File: config.mk
export PLATFORM = sky130hd
export DESIGN_NAME = vram_snoop_feeder
export DESIGN_NICKNAME = d
export VERILOG_FILES = /design/src/rtl/vram_snoop_feeder.sv
export SDC_FILE = /design/constraint.sdc
export NUM_CORES = 1
export LEC_CHECK = 0
export CAP_MARGIN = 20
export CORE_AREA = 2 2 166 168
export CTS_CLUSTER_SIZE = 28
export DETAILED_ROUTE_END_ITERATION = 8
export DIE_AREA = 0 0 168 170
export PLACE_DENSITY = 0.71
export SYNTH_ARGS = -nofsm -noshare
export SYNTH_HDL_FRONTEND = slang
export SYNTH_SLANG_ARGS = --single-unit
File: constraint.sdc
create_clock -name clk42_i -period 5.25 [get_ports clk42_i]
set_input_delay 0.7875 -clock clk42_i [delete_from_list [all_inputs] [get_ports clk42_i]]
set_output_delay 0.7875 -clock clk42_i [all_outputs]
set_load 0.005 [all_outputs]
File: src/rtl/vram_snoop_feeder.sv
// rtl/vram_snoop_feeder.sv - captures CPU writes to the video window and replays them on the VRAM snoop port
// Optional tail-entry write merging is enabled by defining VRAM_SNOOP_MERGE_EN.
module vram_snoop_feeder #(
  parameter int                   FIFO_DEPTH = 8,
  parameter int                   WIN_TAG_W  = 2,
  parameter logic [WIN_TAG_W-1:0] WIN_TAG    = 2'b11
) (
  input  logic                            clk42_i,
  input  logic                            res_i,
  input  logic                            cmd_valid_i,
  input  logic                            cmd_we_i,
  input  logic [19:0]                     cmd_addr_i,
  input  logic [15:0]                     cmd_data_i,
  input  logic [1:0]                      cmd_be_i,
  input  logic                            slot_i,
  input  logic                            ovf_clr_i,
  output logic [19:0]                     vaddr_o,
  output logic [15:0]                     md_o,
  output logic                            wr_o,
  output logic                            double_cas_o,
  output logic [$clog2(FIFO_DEPTH):0]     fifo_level_o,
  output logic                            overflow_o
);
  localparam int AW = $clog2(FIFO_DEPTH);
  localparam int LW = AW + 1;

  logic [18:0]   r_mem_addr [FIFO_DEPTH];
  logic [15:0]   r_mem_data [FIFO_DEPTH];
  logic [1:0]    r_mem_be   [FIFO_DEPTH];
  logic [AW-1:0] r_wptr;
  logic [AW-1:0] r_rptr;
  logic [LW-1:0] r_count;
  logic [19:0]   r_vaddr;
  logic [15:0]   r_md;
  logic          r_wr;
  logic          r_dcas;
  logic          r_ovf;

  logic          w_cap;
  logic          w_pop;
  logic          w_full;
  logic          w_merge;
  logic          w_push;
  logic          w_ovf;
  logic [18:0]   w_head_addr;
  logic [15:0]   w_head_data;
  logic [1:0]    w_head_be;
  logic          w_unused_addr0;

  assign w_unused_addr0 = cmd_addr_i[0];

  assign w_cap  = cmd_valid_i & cmd_we_i & (|cmd_be_i) &
                  (cmd_addr_i[19:20-WIN_TAG_W] == WIN_TAG);
  assign w_pop  = slot_i & (r_count != '0);
  assign w_full = (r_count == LW'(FIFO_DEPTH));

`ifdef VRAM_SNOOP_MERGE_EN
  logic [AW-1:0] w_tail;
  assign w_tail  = r_wptr - AW'(1);
  // With a single entry the tail is also the head; merging into an entry being popped would lose the data.
  assign w_merge = w_cap & (r_count != '0) & ~(w_pop & (r_count == LW'(1))) &
                   (r_mem_addr[w_tail] == cmd_addr_i[19:1]);
`else
  assign w_merge = 1'b0;
`endif

  assign w_push = w_cap & ~w_merge & (~w_full | w_pop);
  assign w_ovf  = w_cap & ~w_merge & w_full & ~w_pop;

  assign w_head_addr = r_mem_addr[r_rptr];
  assign w_head_data = r_mem_data[r_rptr];
  assign w_head_be   = r_mem_be[r_rptr];

  always_ff @(posedge clk42_i) begin
    if (w_push) begin
      r_mem_addr[r_wptr] <= cmd_addr_i[19:1];
      r_mem_data[r_wptr] <= cmd_data_i;
      r_mem_be[r_wptr]   <= cmd_be_i;
    end
`ifdef VRAM_SNOOP_MERGE_EN
    if (w_merge) begin
      r_mem_be[w_tail] <= r_mem_be[w_tail] | cmd_be_i;
      if (cmd_be_i[0]) r_mem_data[w_tail][7:0]  <= cmd_data_i[7:0];
      if (cmd_be_i[1]) r_mem_data[w_tail][15:8] <= cmd_data_i[15:8];
    end
`endif
  end

  always_ff @(posedge clk42_i) begin
    if (res_i) begin
      r_wptr  <= '0;
      r_rptr  <= '0;
      r_count <= '0;
      r_vaddr <= '0;
      r_md    <= '0;
      r_wr    <= 1'b0;
      r_dcas  <= 1'b0;
      r_ovf   <= 1'b0;
    end else begin
      if (w_push) r_wptr <= r_wptr + AW'(1);
      if (w_pop)  r_rptr <= r_rptr + AW'(1);
      r_count <= r_count + LW'(w_push) - LW'(w_pop);
      r_wr    <= w_pop;
      if (w_pop) begin
        // Single-byte writes always present the byte on md[7:0] with the exact byte address.
        case (w_head_be)
          2'b10: begin
            r_vaddr <= {w_head_addr, 1'b1};
            r_md    <= {8'h00, w_head_data[15:8]};
            r_dcas  <= 1'b0;
          end
          2'b01: begin
            r_vaddr <= {w_head_addr, 1'b0};
            r_md    <= {8'h00, w_head_data[7:0]};
            r_dcas  <= 1'b0;
          end
          default: begin
            r_vaddr <= {w_head_addr, 1'b0};
            r_md    <= w_head_data;
            r_dcas  <= 1'b1;
          end
        endcase
      end
      if (w_ovf)          r_ovf <= 1'b1;
      else if (ovf_clr_i) r_ovf <= 1'b0;
    end
  end

  assign vaddr_o      = r_vaddr;
  assign md_o         = r_md;
  assign wr_o         = r_wr;
  assign double_cas_o = r_dcas;
  assign fifo_level_o = r_count;
  assign overflow_o   = r_ovf;

endmodule

### Word level (Yosys, flattened, before mapping)

Memory sizes are Yosys's and may differ from the RTL's. A register that Yosys moved wholly into a read port is not among the register bits.
Cells that the tools add are included.

* register bits after elaboration: 49
* bits in writable memories: 296
* word-level logic and storage cells: 44
* memories: 3

* add/sub/neg operators: 4
* eq/ne operators: 4
* muxes and demuxes: 11
* bitwise gates (word level): 10
* reductions and logical operators: 4

Memory list
* r_mem_addr: depth 8, width 19, rd ports 1, clocked after memory_dff 1, write ports 1, RTL line 27 `logic [18:0] r_mem_addr [FIFO_DEPTH];`
* r_mem_data: depth 8, width 16, rd ports 1, clocked after memory_dff 1, write ports 1, RTL line 28 `logic [15:0] r_mem_data [FIFO_DEPTH];`
* r_mem_be: depth 8, width 2, rd ports 1, clocked after memory_dff 1, write ports 1, RTL line 29 `logic [1:0] r_mem_be [FIFO_DEPTH];`

Operators by type and width (count)
* $pmux 16 s2: 1
* $mux 3: 4
* $and 1x1->1: 7
* $add 3x1->3 const B: 2
* $mux 1: 6
* $add 4x1->4: 1
* $eq 2x2->1 const B: 2
* $eq 4x4->1 const B: 1
* $reduce_bool 4->1: 1
* $reduce_or 2->1: 2
* $sub 4x1->4: 1
* $eq 2x1->1 const B: 1
* $not 1->1: 2
* $reduce_bool 2->1: 1
* $or 1x1->1: 1

### Depth between registers and ports, before layout

* depth in word-level cells: 6
* mapped depth: 13

### Least setup slack after synthesis

Ideal clock, no wire load.

* path type: in2reg
* start point: in cmd_addr_i[18]
* end point: mem r_mem_addr[0][0] (enable)
* arrival time: 4.796 ns
* required time: 4.726 ns
* setup slack: -0.069 ns
* stages on the path: 4
* path buffers: 0
* cells stage by stage: and4_1 -> o21a_1 -> nand2_1 -> nor4_1

* longest elaborated chain between the ends: 5

Ends and longest elaborated chain
* start: declaration: RTL line 12 `input logic [19:0] cmd_addr_i,`
* $eq 2x2->1: RTL line 53 `(cmd_addr_i[19:20-WIN_TAG_W] == WIN_TAG);`
* $and 1x1->1: RTL line 52 `assign w_cap = cmd_valid_i & cmd_we_i & (|cmd_be_i) &`
* $and 1x1->1: RTL line 67 `assign w_push = w_cap & ~w_merge & (~w_full | w_pop);`
* $mux 1: RTL line 75 `if (w_push) begin`
* $mux 1 (not written as such): RTL line 76 `r_mem_addr[r_wptr] <= cmd_addr_i[19:1];`
* end: declaration: RTL line 27

No other way between the ends.

==> impl_results.md <==
* Met1 Resource Use GR at 25.14%
* Multiplexer share of the synthesized area at 14.82%
* Final worst setup slack at between 1 and 1.5 ns
* Area occupied by multi-input gates at 3053 sq um
* Largest family of logic cells by synthesized area: multiplexers
* Vias at 6721
* Total track usage at 19.87%
* Min Tclk post-route at between 3 and 4 ns
* Slew @ Worst Pin at 1.096 ns
* Synth Area in Simple Gates at 3.468%
* Top cells by area, synth: edfxtp_1 (68%), mux4_2 (11%), dfxtp_1 (7.9%), mux2i_1 (2.9%), a211oi_1 (1.1%)
* DP HPWL at 16460 microns
* Slew Limit Fails at 0
* Bufs on Longest Clock Path at 3
* CP required at 5.70 ns
* Asr flop ratio synth at 0%
* Worst vdd ir at 0.1993 mV
* Slowest-stage cell, CP: nor4b_1
* Post-synth cell types at 42
* Top Usage Layer GRT: met2
* Root Driver: clkbuf_16
* HP Class: flop to flop
* Post-synth top area cell: edfxtp_1
* Mapped Cells at ~670
* Routed wire per std cell at around 24 microns
* Max stage delay on crit path at 0.89 ns
* GR Util met2 at 35.54%
* Storage cell area at 9933 sq um
* Final WL at about 28000 microns
* Post-CTS Setup Inserts at 0
* CP arrival at 4.21 ns
* Pin count of the biggest net entering global routing at 46
* Drt pass-1 iters at 5
* Setup violations, final at 0
* I/O Pins at 87
* Hold Slack at 0.4559 ns
* Slew headroom at 25.88%
* CTS tree: yes
* Nets@finish at 840
* M3 GR Usage at 3.186%
* Total grt overflow at 0
* Synth warn at 0
* Post-DRT Antenna Nets at 0
* Final Skew at 0.01854 ns
* RSZ-0062 raised after global routing: no
* Synthesized flop and latch total at 348
* Via count of the first global-routing pass at 7118
* Post-Syn Area at 13130 sq um
* Initial DRC count at a little over 600
* Crit path launch type: flop
* Die W at 168 microns
* Most common cell after layout, fill and taps aside: edfxtp_1
* DIE HEIGHT at ~170 microns
* Die ar. at about 29000 sq um
* Post-synth EDFFs at around 300
* CP Max Fanout at 13
* DRC at 0
* Period utilisation layout at a little under three quarters
* Final hold vios at 0
* Diodes inserted at 0
* Fmax achieved at ~0.27 GHz
* CP Capture Type: flop
* Critical path type: flop to flop
* Compound-Gate Fraction of Synth Area at 3.239%
* Area of the core at 26650 sq um
* Port Buffer Count at 85
* Drt via density at 5.839
* Initial antenna violation count at 0
* Share of post-route cells with drive strength above 1 at 20.12%
* Lkg Pwr at 4.960 nW
* CP top delay family: simple AND/OR/NAND/NOR gates
* Gpl congestion at 0.8349
* Cts hold-fix bufs at 0
* Pre-CTS setup slack at 1.578 ns
* Starting density of the core at between 40% and 50%
* Post-Synth Adder-Cell Area at 1.010%
* CTS sink count at 348
* Max-Cap Viols at 0
* Resize count post-CTS at 0
* Commonest cells after routing, fill and taps aside: edfxtp_1 (296), clkdlybuf4s50_1 (84), mux4_2 (66)
* PD cells at around 450 nW/um^2
* First-pass GRT wire length at roughly 42000 microns
* Dominant synthesized flop cell: edfxtp_1
* Worst-Skew Late Latency at 0.51 ns
* Buf+Inv Stages, Crit Path at 1
* Area added between synthesis and finish at 18.62%
* Share of the synthesized area in the top cell type at 67.68%
* Syn Nets at 726
* Status: finished, final reports clean
* Worst path cell trace: buf_4, mux4_2, mux2i_1, ha_1, nand2b_1, nor4b_1, and2_1, a221o_1
* Num CTS Buffers at 34
* Clk slew on worst S/H paths at 0.06 ns
* Filler instances at approximately 1900
* Std-Cell Rows at 60
* H-tree depth at 2
* XOR/XNOR share of the synthesized area at less than 1%
* Core Util, Final at 58.45%
* Avg Cell Area, Syn at 19.54 sq um
* Post-synthesis sequential area ratio at between 70 and 80%
* Total Power at 0.007012 W
* Setup_tns at 0 ns
tightest hold or removal path: stages, from the launching register on:
cell and delay [ns]:
dfxtp_1 0.31, nand2_1 0.05, a21oi_1 0.05
logic make-up after synthesis:
family	Yosys count
simple gates	94
mux	111
buf+inv	47
xor+xnor	4
fa+ha+maj	10
compound gates	58
flops	348
cells in the mapped netlist (all sizes together), types with 2 or more instances:
cell type and count:
a211oi 19, a21oi 15, a221o 7, a222oi 7, and2 8, and3 2, buf 15, clkbuf 19
dfxtp 52, edfxtp 296, ha 9, inv 13, mux2 7, mux2i 38, mux4 66, nand2 16
nand2b 5, nand3 12, nor2 34, nor2b 5, nor3 4, nor4b 2, o21ai 4, xnor2 3
state kept, by name (all words and copies together) (netlist names), named ones only:
signal / cells
double_cas_o: 1
fifo_level_o: 4
md_o: 16
overflow_o: 1
r_mem_addr: 152
r_mem_be: 16
r_mem_data: 128
r_rptr: 3
r_wptr: 3
vaddr_o: 20
wr_o: 1
metal layers:
| layer | wire (microns) | vias up |
|---|---|---|
| met5 | 0 | - |
| met4 | 605 | 0 |
| met3 | 1625 | 53 |
| met2 | 14520 | 240 |
| met1 | 10840 | 3495 |
| li1 | - | 2933 |
worst paths after layout:
| kind | from | end | slack [ns] | depth (start not counted) |
|---|---|---|---|---|
| worst max register to register | flop | md_o[5] | 1.49 | 8 |
| worst min-delay path | md_o[9] | md_o[9] | 0.46 | 2 |
| worst max-delay path | flop | md_o[5] | 1.49 | 8 |
| worst min register to register | md_o[9] | md_o[9] | 0.46 | 2 |
per-stage QoR:
step / instances / cell area (sq um)
global route: 1151 / 15580
finish: 1151 / 15580
detailed placement: 1091 / 14510
CTS: 1151 / 15580
global placement: 1091 / 14510
floorplan: 672 / 13140
area by class of cell:
cell class | count | area share [%]
clock buffer | 49 | 6.418
clock inverter | 11 | 0.4337
inverter | 13 | 0.3133
multi-input combinational | 277 | 19.60
sequential | 348 | 63.77
tap | 341 | 2.739
timing repair buffer | 112 | 6.731
report_power, final:
part / internal, W / leakage [nW] / switching, W
clock: 0.00133 / 0.519 / 0.000976
sequential: 0.00313 / 3.09 / 0.000157
combinational: 0.000768 / 1.35 / 0.000656
(Power assumes the default switching activity.)
